File: config.mk
export PLATFORM = sky130hd
export DESIGN_NAME = uart_tx_switch
export DESIGN_NICKNAME = d
export VERILOG_FILES = /design/src/rtl/uart_tx_switch_pkg.sv /design/src/rtl/uart_idle_detector.sv /design/src/rtl/uart_tx_switch.sv
export SDC_FILE = /design/constraint.sdc
export NUM_CORES = 1
export LEC_CHECK = 0
export CORE_MARGIN = 2
export CORE_UTILIZATION = 45
export DETAILED_ROUTE_END_ITERATION = 8
export GPL_ROUTABILITY_DRIVEN = 0
export PLACE_DENSITY_LB_ADDON = 0.2
export SYNTH_ARGS = -nofsm -noshare
export SYNTH_HDL_FRONTEND = slang
export SYNTH_HIERARCHICAL = 1
export SYNTH_SLANG_ARGS = --single-unit
File: constraint.sdc
create_clock -name clk -period 2.4 [get_ports clk]
set_clock_uncertainty 0.1 [all_clocks]
set_input_delay 0.72 -clock clk [delete_from_list [all_inputs] [get_ports clk]]
set_output_delay 0.72 -clock clk [all_outputs]
set_load 0.1 [all_outputs]
File: src/rtl/uart_tx_switch_pkg.sv
// uart_tx_switch_pkg: shared state encoding and default timing for uart_tx_switch.
// The GUARD state exists only when UART_TX_SWITCH_GUARD_EN is defined.
package uart_tx_switch_pkg;
    localparam int DEF_BAUD_PERIOD = 208;
    localparam int DEF_IDLE_BITS   = 10;
    localparam int DEF_GUARD_BITS  = 2;
`ifdef UART_TX_SWITCH_GUARD_EN
    typedef enum logic [1:0] {PASS, WAIT_IDLE, GUARD} state_t;
`else
    typedef enum logic [0:0] {PASS, WAIT_IDLE} state_t;
`endif
endpackage

File: src/rtl/uart_idle_detector.sv
// uart_idle_detector: saturating run-length counter of consecutive 1s; o_tc flags the
// cycle that completes a run of TC ones.
module uart_idle_detector #(
    parameter int TC = 40
) (
    input  logic clk,
    input  logic i_rst,
    input  logic i_en,
    input  logic i_din,
    output logic o_tc
);
    localparam int W = $clog2(TC + 1);
    logic [W-1:0] r_cnt;
    always_ff @(posedge clk)
        if (i_rst || !i_en || !i_din) r_cnt <= '0;
        else if (r_cnt != W'(TC)) r_cnt <= r_cnt + 1'b1;
    assign o_tc = i_en && i_din && (r_cnt == W'(TC - 1));
endmodule

File: src/rtl/uart_tx_switch.sv
// uart_tx_switch: glitch-free TXD source switch that hands over only after the old source idles.
// Define UART_TX_SWITCH_GUARD_EN to add a forced-idle GUARD period after each handover.
module uart_tx_switch
    import uart_tx_switch_pkg::*;
#(
    parameter int BAUD_PERIOD = DEF_BAUD_PERIOD,
    parameter int IDLE_BITS   = DEF_IDLE_BITS,
    parameter int GUARD_BITS  = DEF_GUARD_BITS
) (
    input  logic clk,
    input  logic sync_reset,
    input  logic uart_tx_cpu,
    input  logic uart_tx_ocd,
    input  logic debug_uart_tx_sel_ocd1_cpu0,
    output logic TXD,
    output logic active_sel_ocd1_cpu0,
    output logic switch_pending
);
    if (GUARD_BITS < 0) $error("GUARD_BITS must be non-negative");
    state_t r_state, w_state_nxt;
    logic r_active, w_active_nxt, r_txd, w_txd_nxt, w_src, w_idle_tc, w_mismatch;
    assign w_src      = r_active ? uart_tx_ocd : uart_tx_cpu;
    assign w_mismatch = debug_uart_tx_sel_ocd1_cpu0 != r_active;
    uart_idle_detector #(.TC(IDLE_BITS * BAUD_PERIOD)) u_idle (
        .clk   (clk),
        .i_rst (sync_reset),
        .i_en  (r_state == WAIT_IDLE),
        .i_din (w_src),
        .o_tc  (w_idle_tc)
    );
`ifdef UART_TX_SWITCH_GUARD_EN
    if (GUARD_BITS < 1) $error("GUARD_BITS must be at least 1 with the guard enabled");
    localparam int GW = $clog2(GUARD_BITS * BAUD_PERIOD + 1);
    logic [GW-1:0] r_guard_cnt;
    logic          w_guard_done;
    always_ff @(posedge clk)
        if (sync_reset || r_state != GUARD) r_guard_cnt <= '0;
        else r_guard_cnt <= r_guard_cnt + 1'b1;
    assign w_guard_done = r_guard_cnt == GW'(GUARD_BITS * BAUD_PERIOD - 1);
`endif
    always_comb begin
        w_state_nxt  = r_state;
        w_active_nxt = r_active;
        w_txd_nxt    = w_src;
        if (r_state == PASS) begin
            if (w_mismatch) w_state_nxt = WAIT_IDLE;
        end else if (r_state == WAIT_IDLE) begin
            if (!w_mismatch) w_state_nxt = PASS;
            else if (w_idle_tc) begin
                w_active_nxt = !r_active;
`ifdef UART_TX_SWITCH_GUARD_EN
                w_state_nxt  = GUARD;
`else
                w_state_nxt  = PASS;
`endif
            end
        end
`ifdef UART_TX_SWITCH_GUARD_EN
        else begin
            w_txd_nxt = 1'b1;
            if (w_guard_done) w_state_nxt = PASS;
        end
`endif
    end
    always_ff @(posedge clk)
        if (sync_reset) begin
            r_state  <= PASS;
            r_active <= 1'b0;
            r_txd    <= 1'b1;
        end else begin
            r_state  <= w_state_nxt;
            r_active <= w_active_nxt;
            r_txd    <= w_txd_nxt;
        end
    assign TXD                  = r_txd;
    assign active_sel_ocd1_cpu0 = r_active;
    assign switch_pending       = r_state == WAIT_IDLE;
endmodule

==> results of run 1 <==
[critical path, stage by stage]
cell and delay (ns):
clkdlybuf4s50_1 0.46, mux2_4 0.15, nand2_1 0.05, nor4_1 0.43
a21bo_2 0.22, a21oi_1 0.06
[power groups by stage]
| stage | registers (mW) | logic, mW | clock network [mW] |
|---|---|---|---|
| 6_report | 0.254 | 0.0342 | 0.142 |
| 5_1_grt | 0.255 | 0.0362 | 0.163 |
| 4_1_cts | 0.254 | 0.0344 | 0.150 |
| 3_5_place_dp | 0.260 | 0.0343 | 0 |
| 3_3_place_gp | 0.260 | 0.0339 | 0 |
| 2_1_floorplan | 0.272 | 0.00747 | 0 |
[flip-flops by register name, indices dropped and copies added, names as in the netlist]
| register | count |
|---|---|
| TXD | 1 |
| active_sel_ocd1_cpu0 | 1 |
| u_idle/r_cnt | 12 |
| switch_pending | 1 |
[logic make-up after synthesis]
kind of cell	share of synthesized area
AND/OR/NAND/NOR	0.300
AO/OA/AOI/OAI	0.153
flip-flops	0.396
buffers and inverters	0.0363
XOR/XNOR	0.0347
multiplexers	0.0462
adder cells (fa/ha/maj)	0.0330
[placed cells by master (no fill, tap or decap), types with 2 or more instances in the layout]
cell              n
nand3b_1          2
or3_1             3
nand2_1           9
xnor2_1           2
nor4_1            3
a211oi_1          2
o21ai_0           5
nand3_1           6
buf_4             2
clkbuf_4          3
nand4_1           2
dfxtp_1          15
nor2_1            2
clkdlybuf4s50_1   4
ha_1              2
a21oi_1           4
mux2i_1           2
inv_1             5
[layer usage]
layer,share of wire,wire length (um)
met3,0.032,48
met5,0,0
met4,0.012,18
met1,0.49,741
met2,0.46,701
[worst paths after layout]
check                                            end
worst min register to register      u_idle/r_cnt[11]
worst max register to register  active_sel_ocd1_cpu0
worst min-delay path                u_idle/r_cnt[11]
worst max-delay path            active_sel_ocd1_cpu0
[per-stage QoR]
stage | cells | power, mW | worst slack (ns)
after floorplan | 85 | 0.279 | 0.272
after global placement | 106 | 0.294 | 0.154
after detailed placement | 106 | 0.294 | 0.140
after CTS | 110 | 0.439 | 0.435
after global routing | 110 | 0.454 | 0.158
final | 110 | 0.430 | 0.383
[layout make-up]
| class | count | area [um^2] |
|---|---|---|
| sequential | 15 | 300 |
| multi-input combinational | 63 | 430 |
| clock buffer | 4 | 26.3 |
| tap | 16 | 20.0 |
| fill | 158 | 671 |
| inverter | 5 | 18.8 |
| timing repair buffer | 7 | 75.1 |
==> summary.md, run 1 <==
| Metric | Value |
|---|---|
| Final WL | 1510 um |
| Count leader, synth | dfxtp_1 |
| Synth Area per Inst | 8.92 um^2 |
| Mapped Nets | 92 |
| EDFF count, synth | 0 |
| Grt ovf | 0 |
| P&R area growth vs syn | 14.9% |
| Via density per instance | 6.00 |
| Final setup TNS | 0 ns |
| Seq pwr share | 0.590 |
| Async S/R FF share, synth | 0 |
| Slew HR | 0.631 |
| Worst Path Required | 2.47 ns |
| WP data arrival | 2.09 ns |
| Worst setup EP type | flip-flop |
| Final critical-path required period | 2.02 ns |
| Commonest cells in the netlist | dfxtp_1, nand2_1, nand3_1, inv_1, o21ai_0 |
| Flop2flop setup slack | 0.50 ns |
| Final hold viol count | 0 |
| CTS HTree Levels | 1 |
| Synth Instances | 85 |
| Synth warn | 6 |
| RSZ-0062 raised after global routing | no |
| Yosys cell types | 36 |
| I/O pins | 8 |
| Die Y | 45.1 um |
| Nets | 102 |
| Fmax | 0.496 GHz |
| Busiest grt layer | met1 |
| Clock power frac | 0.330 |
| Peak supply drop | 0.303 mV |
| Final cell area excluding filler cells | 871 um^2 |
| Post-DRT Antenna Nets | 0 |
| # DRC | 0 |
| CTS Hold Buffers Added | 0 |
| Vias in the first global route | 545 |
| Area after DPL | 845 um^2 |
| DP HPWL | 1090 um |
| Worst R2R Start | u_idle/r_cnt[1] |
| Postcts setup bufs | 0 |
| Clk slew on worst S/H paths | 0.09 ns |
| First-pass GRT wire length | 2610 um |
| PD cells | 494 nW/um^2 |
| I/O Buffers | 7 |
| Seq cells post-synth | 15 |
| Final Core Density | 0.565 |
| Psw | 0.101 mW |
| Num CTS Buffers | 3 |
| Final hold slack | 0.411 ns |
| Cells on Worst Hold Path | 2 |
| Die X | 45.1 um |
| Top FF cell, synth | dfxtp_1 |
| Synth top area share | 0.396 |
| Root Driver | clkbuf_4 |
| Clk_lat worst skew | 0.28 ns |
| Largest net degree at the start of global routing | 9 |
| Reg2Reg Depth | 5 |
| Die Area | 2030 um^2 |
| Slew Viols, Final | 0 |
| Dominant cell type by area after synthesis | dfxtp_1 |
| Met2 global-route usage | 0.254 |
| Wire per inst | 13.7 um |
| Crit-path max FO | 4 |
| Combinational Power Share | 0.080 |
| Vias post-DR | 660 |
| Post-synthesis sequential area ratio | 0.396 |
| # clock sinks | 15 |
| Share of cells above drive strength 1 | 0.128 |
| Outcome | finished, final reports clean |
| DR iter-0 viols | 26 |
| Max Root-Sink Buffers | 2 |
| Number of detailed-route iterations in the first pass | 4 |
| Setup CP Type | in2reg |
| Lkg Pwr | 0.284 nW |
| GRT Util Overall | 0.183 |
| Sw Share | 0.234 |
| Met3 usage | 0.0600 |
| Post-CTS sizing | 0 |
| Setup violations, final | 0 |
| Antenna violations before repair | 0 |
| Type of origin of the critical path | primary input |
| Worst Setup SP | uart_tx_cpu |
| Met1 GRT Util | 0.263 |
| Mapped cell area | 758 um^2 |
| Initial Utilization | 0.492 |
| Min-delay src | u_idle/r_cnt[11] |
| Final period utilization | 0.840 |
| Slew @ Worst Pin | 0.549 ns |
| Ranking of synthesized cells by area | dfxtp_1, nand2_1, nand3_1 |
| CTS tree | done |
| Internal power | 0.330 mW |
| Core area | 1540 um^2 |
| Hold WC Path Type | reg2reg |
| Max Cap Viol | 0 |
| # rows | 14 |
| Antenna diodes | 0 |
Note: power is estimated with default switching activity, not from simulation.
==> inputs of run 2 (changes only) <==
Clock period 2.4 ns to 1.7 ns, I/O delays scaled along.
==> run 2 against run 1 <==
Via count is 4.2% higher. Wire length up 8.6%. Combinational power is 68% higher. Die area did not move. Critical path depth increased by 1. Sequential cell count did not move. Power increased by 45%. Sequential share of layout area decreased by 4.0 points. Clock power rose by 46%. Count of clock-buffer cells in the layout unchanged. Setup slack worse by 0.31 ns. Hold slack better by 0.0049 ns. Critical endpoint unchanged. Largest cell class unchanged.
==> summary.md, run 2 (synthesis results as in run 1) <==
| Metric | Value |
|---|---|
| Outcome | finished, final reports clean |
| Postcts setup bufs | 0 |
| Cells on Worst Hold Path | 2 |
| Metal2 WL | 770 um |
| CTS tree | done |
| Largest Register | u_idle/r_cnt |
| P&R area growth vs syn | 32.2% |
| CTS HTree Levels | 1 |
| Most frequent cells in the layout | dfxtp_1, buf_4, nand2_1, nand3_1 |
| # clock sinks | 15 |
| I/O pins | 8 |
| Psw | 0.151 mW |
| Post-DRT Antenna Nets | 0 |
| Largest net degree at the start of global routing | 9 |
| First-pass GRT wire length | 2740 um |
| Lkg Pwr | 0.352 nW |
| Final WL | 1640 um |
| Met3 routed WL | 27 um |
| Hold EP | u_idle/r_cnt[11] |
| Final critical-path required period | 1.63 ns |
| Min-delay src | u_idle/r_cnt[11] |
| GRT Util Overall | 0.194 |
| Post-route met1 wirelength | 796 um |
| Grt ovf | 0 |
| Max Cap Viol | 0 |
| Type of origin of the critical path | primary input |
| Slew HR | 0.793 |
| DR top layer | met4 |
| Crit-path cells | clkdlybuf4s50_1 > mux2_4 > nand2_2 > nor4_2 > buf_4 > a21bo_2 > a21oi_2 |
| Wire per inst | 13.8 um |
| Slew @ Worst Pin | 0.311 ns |
| Fmax | 0.614 GHz |
| Num CTS Buffers | 3 |
| Final period utilization | 0.959 |
| Number of flip-flops in the largest register | 12 |
| Final cell area excluding filler cells | 1000 um^2 |
| Post-layout instance count excluding filler cells | 119 |
| Final hold viol count | 0 |
| Final Core Density | 0.650 |
| Root Driver | clkbuf_4 |
| Most common cell after layout, fill and taps aside | dfxtp_1 |
| Via density per instance | 5.78 |
| Reg2Reg Depth | 5 |
| Pre-CTS WS | -0.272 ns |
| Share of cells above drive strength 1 | 0.282 |
| Final setup TNS | 0 ns |
| Die X | 45.1 um |
| Nets | 111 |
| Combinational Power Share | 0.092 |
| Total Power | 0.622 mW |
| Max Root-Sink Buffers | 2 |
| Final hold slack | 0.416 ns |
| Flop2flop setup slack | 0.08 ns |
| Internal power | 0.471 mW |
| Area after DPL | 942 um^2 |
| Hold WC Path Type | reg2reg |
| Die Area | 2030 um^2 |
| Critical path's slowest cell | clkdlybuf4s50_1 |
| RR Endpoint | u_idle/r_cnt[8] |
| Seq pwr share | 0.575 |
| Crit-path max FO | 4 |
| Worst Path Required | 1.82 ns |
| Worst R2R Start | u_idle/r_cnt[0] |
| Placed insts | 115 |
| Clk_lat worst skew | 0.28 ns |
| Antenna diodes | 0 |
| Worst setup EP type | flip-flop |
| DP HPWL | 1170 um |
| Clock power frac | 0.333 |
| Antenna violations before repair | 0 |
| Setup violations, final | 0 |
| WP data arrival | 1.75 ns |
| # DRC | 0 |
| Initial Utilization | 0.492 |
| Number of detailed-route iterations in the first pass | 4 |
| Vias post-DR | 688 |
| Core area | 1540 um^2 |
| I/O Buffers | 7 |
| Die Y | 45.1 um |
| Sw Share | 0.243 |
| Peak supply drop | 0.431 mV |
| Slew Viols, Final | 0 |
| Vias in the first global route | 651 |
| DR iter-0 viols | 9 |
| Crit-path max cell delay | 0.40 ns |
| PD cells | 621 nW/um^2 |
| Setup ws final | 0.0701 ns |
| Clk slew on worst S/H paths | 0.09 ns |
| # rows | 14 |
| Setup CP Type | in2reg |
-- run 2: changes by cell type in the layout (fill, tap and decap cells not counted), sizes merged --
cell,before,now
buf,3,12
dlymetal6s2s,0,1
clkdlybuf4s50,4,3
-- run 2: final cells by class --
class | count | area, um^2
well taps | 16 | 20.0
multi-input cells | 63 | 462
flip-flops and latches | 15 | 305
inverters | 5 | 18.8
clock buffers | 4 | 26.3
repair buffers | 16 | 170
fillers | 135 | 539
-- run 2: repair_timing --
| item | CTS | global route |
|---|---|---|
| resized for setup | 0 | 9 |
| hold buffers | 0 | 0 |
| setup endpoints to repair | 0 | 4 |
-- run 2: power groups by stage --
stage | Combinational [mW] | Sequential, mW | Clock, mW
finish | 0.0575 | 0.358 | 0.207
global route | 0.0606 | 0.358 | 0.229
CTS | 0.0567 | 0.357 | 0.214
detailed placement | 0.0563 | 0.365 | 0
global placement | 0.0559 | 0.365 | 0
floorplan | 0.0105 | 0.382 | 0
-- run 2: worst max path at each step --
stage | from | to | slack (ns) | cells past startpoint
finish | uart_tx_ocd | active_sel_ocd1_cpu0 | 0.07 | 7
global route | u_idle/r_cnt[9] | active_sel_ocd1_cpu0 | -0.01 | 6
CTS | uart_tx_cpu | u_idle/r_cnt[11] | 0.007 | 5
detailed placement | uart_tx_ocd | u_idle/r_cnt[11] | -0.27 | 5
global placement | uart_tx_cpu | active_sel_ocd1_cpu0 | -0.23 | 7
floorplan | u_idle/r_cnt[0] | u_idle/r_cnt[10] | 0.05 | 4
-- run 2: per-layer routing --
layer  vias up  track usage
met3         4       0.0480
met2         5        0.303
met1       325        0.236
li1        354            -
met4         0        0.124
met5         -            0
-- run 2: worst max-delay path, delay by kind of cell --
family	cells	cell delay, ns
AO/OA/AOI/OAI	2	0.31
multiplexers	1	0.28
buffers and inverters	2	0.55
AND/OR/NAND/NOR	2	0.11
==> RTL edit 1: new RTL, flow settings as in run 2 <==
Set the package constant `DEF_BAUD_PERIOD` to 416 (it was 208).
--- a/src/rtl/uart_tx_switch_pkg.sv
+++ b/src/rtl/uart_tx_switch_pkg.sv
@@ -1,7 +1,7 @@
 // uart_tx_switch_pkg: shared state encoding and default timing for uart_tx_switch.
 // The GUARD state exists only when UART_TX_SWITCH_GUARD_EN is defined.
 package uart_tx_switch_pkg;
-    localparam int DEF_BAUD_PERIOD = 208;
+    localparam int DEF_BAUD_PERIOD = 416;
     localparam int DEF_IDLE_BITS   = 10;
     localparam int DEF_GUARD_BITS  = 2;
 `ifdef UART_TX_SWITCH_GUARD_EN
Function: no difference found for any inputs over 10 cycles, from zero or initial values and one cycle with sync_reset high; that may be too few to reach the edited logic, so the function may still have changed.
==> RTL edit 1 against run 2 <==
The run now ends with negative setup slack left; setup slack worse by 91 ps; critical path type is now flop to flop; critical endpoint is now u_idle/r_cnt[1]; power rose by 11%; first-iteration DRC count rose by 89%; synthesized area is 3.5% higher; core utilization down 1.5 points; wire length grew 3.6%; sequential cell count grew 1; die area increased by 3.2%; sequential power increased by 6.4%; via count up 6.4%; worst hold slack lost 33 ps; clock power up 24%; cell area increased by 7.0%; highest routed layer unchanged.
==> RTL edit 1: results (changes against run 2) <==
* DR WL met2: 812 um (was 770 um)
- The area of placed instances came to 1000 um^2 (was 942 um^2).
- The worst stage delay on the critical path came to 550 ps (was 400 ps).
* Fraction of the mapped netlist area in compound gates: 15.0% (was 15.3%)
- Power after layout: 691 uW (was 622 uW)
- Outcome: finished, violations left (was finished clean)
- The number of cell instances on the worst register-to-register path is 4 (was 5).
* Number of library cell types mapped by synthesis: 28 (was 36)
- List of most frequent post-synthesis cells: 16 x sky130_fd_sc_hd__dfxtp_1, 9 x sky130_fd_sc_hd__a21oi_1, 7 x sky130_fd_sc_hd__nand2_1 (was 15 x sky130_fd_sc_hd__dfxtp_1, 9 x sky130_fd_sc_hd__nand2_1, 6 x sky130_fd_sc_hd__nand3_1)
* PostCTS Resize Cnt: 2 (was 0)
- The internal power summed over all cells was 532 uW (was 471 uW).
- Worst reg2reg startpoint: u_idle/r_cnt[10] (was u_idle/r_cnt[0])
- The sum of net half-perimeters after detailed placement came to 1.18 mm (was 1.17 mm).
- The maximum number of pins on one net before global-route repair is 11 (was 9).
- The post-route setup TNS was -34.5 ps (was 0 ps).
- The portion of total power attributed to the clock network came to 37.1% (was 33.3%).
- P_leak: 0.000365 uW (was 0.000352 uW)
* Peak fanout along the critical path: 3 (was 4)
- Mux share of post-synthesis cell area: 4.47% (was 4.62%)
- Post-route insts no fill: 125 (was 119)
* Setup slack after layout: -21.1 ps (was 70.1 ps)
* Max reg flops: 13 (was 12)
- The endpoint arrival time on the critical path is 1840 ps (was 1750 ps).
- Final wirelength: 1.70 mm (was 1.64 mm)
* Violations in the final reports: negative setup slack
- The met1 global-route usage was 23.4% (was 23.6%).
- First-pass GRT wire length: 2.81 mm (was 2.74 mm)
- The post-placement cell count was 121 (was 115).
- Final-report setup violation count: 2 (was 0)
- Adder-Cell Fraction of Synth Area: 3.19% (was 3.30%)
- The number of DRC markers in iteration 0 came to 17 (was 9).
- The wire length on met3 came to 53 um (was 27 um).
- Peak ir drop on the vdd network: 0.397 mV (was 0.431 mV)
==> RTL edit 1: layout make-up <==
class / count / area [um^2]
tap: 17 / 21.3
clock buffer: 4 / 36.3
timing repair buffer: 20 / 205
inverter: 4 / 15.0
multi-input combinational: 64 / 465
fill: 157 / 617
sequential: 16 / 329
==> RTL edit 1: worst min-delay path: stages, from the launching register on <==
cell and delay [ps]:
sky130_fd_sc_hd__dfxtp_1 330, sky130_fd_sc_hd__o31ai_1 60, sky130_fd_sc_hd__a21oi_1 50
==> RTL edit 1: worst min-delay path by stage <==
stage	end	slack, ps	depth (start not counted)
2_1_floorplan	u_idle/r_cnt[12]	350	2
3_3_place_gp	u_idle/r_cnt[12]	360	2
3_5_place_dp	u_idle/r_cnt[12]	360	2
4_1_cts	u_idle/r_cnt[12]	380	2
5_1_grt	u_idle/r_cnt[12]	400	2
6_report	u_idle/r_cnt[12]	380	2
==> RTL edit 2: new RTL, config.mk and constraints of run 2 <==
Made on the original files. Add an input register stage for `uart_tx_cpu`, `uart_tx_ocd` and `debug_uart_tx_sel_ocd1_cpu0`; this delays them by one clock.
--- a/src/rtl/uart_tx_switch.sv
+++ b/src/rtl/uart_tx_switch.sv
@@ -16,11 +16,22 @@
     output logic active_sel_ocd1_cpu0,
     output logic switch_pending
 );
+
+    logic uart_tx_cpu_q;
+    logic uart_tx_ocd_q;
+    logic debug_uart_tx_sel_ocd1_cpu0_q;
+
+    always_ff @(posedge clk) begin
+        uart_tx_cpu_q                 <= uart_tx_cpu;
+        uart_tx_ocd_q                 <= uart_tx_ocd;
+        debug_uart_tx_sel_ocd1_cpu0_q <= debug_uart_tx_sel_ocd1_cpu0;
+    end
+
     if (GUARD_BITS < 0) $error("GUARD_BITS must be non-negative");
     state_t r_state, w_state_nxt;
     logic r_active, w_active_nxt, r_txd, w_txd_nxt, w_src, w_idle_tc, w_mismatch;
-    assign w_src      = r_active ? uart_tx_ocd : uart_tx_cpu;
-    assign w_mismatch = debug_uart_tx_sel_ocd1_cpu0 != r_active;
+    assign w_src      = r_active ? uart_tx_ocd_q : uart_tx_cpu_q;
+    assign w_mismatch = debug_uart_tx_sel_ocd1_cpu0_q != r_active;
     uart_idle_detector #(.TC(IDLE_BITS * BAUD_PERIOD)) u_idle (
         .clk   (clk),
         .i_rst (sync_reset),
Behaviour: not the same (a bounded check fails within 4 cycles, from zero or initial values and one cycle with sync_reset high).
==> RTL edit 2 against run 2 <==
Wire length shrank 3.2%; cell area grew 7.1%; synthesized area grew 7.9%; power grew 21%; sequential cell count grew 3; first-iteration DRC count grew 33%; setup slack gained 2.2 ps; largest cell class unchanged; sequential power grew 21%; core utilization shrank 2.8 points.
==> RTL edit 2: results (changes against run 2) <==
- The family of cells with the greatest summed delay on the critical path is simple AND/OR/NAND/NOR gates (was buffers and inverters).
- Pre-CTS setup slack: -108 ps (was -272 ps)
- Mean routed wirelength per cell: 12.1 um (was 13.8 um)
* Outcome: finished clean (unchanged)
- The length of routed met2 wiring came to 798 um (was 770 um).
* Number of sequential cells: 18 (was 15)
- The layout cell share with drive strength beyond 1 came to 25.5% (was 28.2%).
* Clock buffer and inverter area fraction after layout: 3.38% (was 2.62%)
* Net Count, Synth: 95 (was 92)
* Area of the core: 1730 um^2 (was 1540 um^2)
- The post-placement cell count is 127 (was 115).
- Mapped Cells: 88 (was 85)
- The master of the slowest instance on the critical path is sky130_fd_sc_hd__or4_4 (was sky130_fd_sc_hd__clkdlybuf4s50_1).
- The number of DRC markers in iteration 0 came to 12 (was 9).
- Number of nets at the end of the flow: 114 (was 111)
- The area of combinational cells with multiple inputs is 454 um^2 (was 462 um^2).
* All-layer global routing usage: 18.3% (was 19.4%)
- Total vias in the final route: 697 (was 688)
* Part of the power in combinational logic: 7.5% (was 9.2%)
* Total placed instance area: 1010 um^2 (was 942 um^2)
- Peak ir drop on the vdd network: 0.408 mV (was 0.431 mV)
- Clock transition at the registers of the reported paths: 110 ps (was 90 ps)
- First-pass GRT wire length: 2.70 mm (was 2.74 mm)
- The leakage power figure was 0.000374 uW (was 0.000352 uW).
- Met1 capacity usage during global routing: 21.7% (was 23.6%)
* Hpwl dp: 1.18 mm (was 1.17 mm)
- The clock network latency to the later pin of the worst-skew pair came to 300 ps (was 280 ps).
- The via density per instance was 5.32 (was 5.78).
RTL edit 2: cell count changes after synthesis, sizes merged:
cell   before  now
dfxtp      15   18
RTL edit 2: cell families (layout without fill, tap and decap cells):
kind of cell / Yosys count / count (layout) / synth area share [%]
AO/OA/AOI/OAI: 17 / 17 / 14.2
multiplexers: 3 / 3 / 4.28
AND/OR/NAND/NOR: 38 / 38 / 27.8
buffers and inverters: 7 / 25 / 3.36
flip-flops: 18 / 18 / 44.0
adder cells (fa/ha/maj): 2 / 2 / 3.06
XOR/XNOR: 3 / 3 / 3.21
RTL edit 2: final timing paths:
path / from / end / slack (ps) / cells past startpoint
max: u_idle/r_cnt[1] / u_idle/r_cnt[10] / 70 / 4
min: debug_uart_tx_sel_ocd1_cpu0_q / active_sel_ocd1_cpu0 / 370 / 2
max reg2reg: u_idle/r_cnt[1] / u_idle/r_cnt[10] / 70 / 4
min reg2reg: debug_uart_tx_sel_ocd1_cpu0_q / active_sel_ocd1_cpu0 / 370 / 2
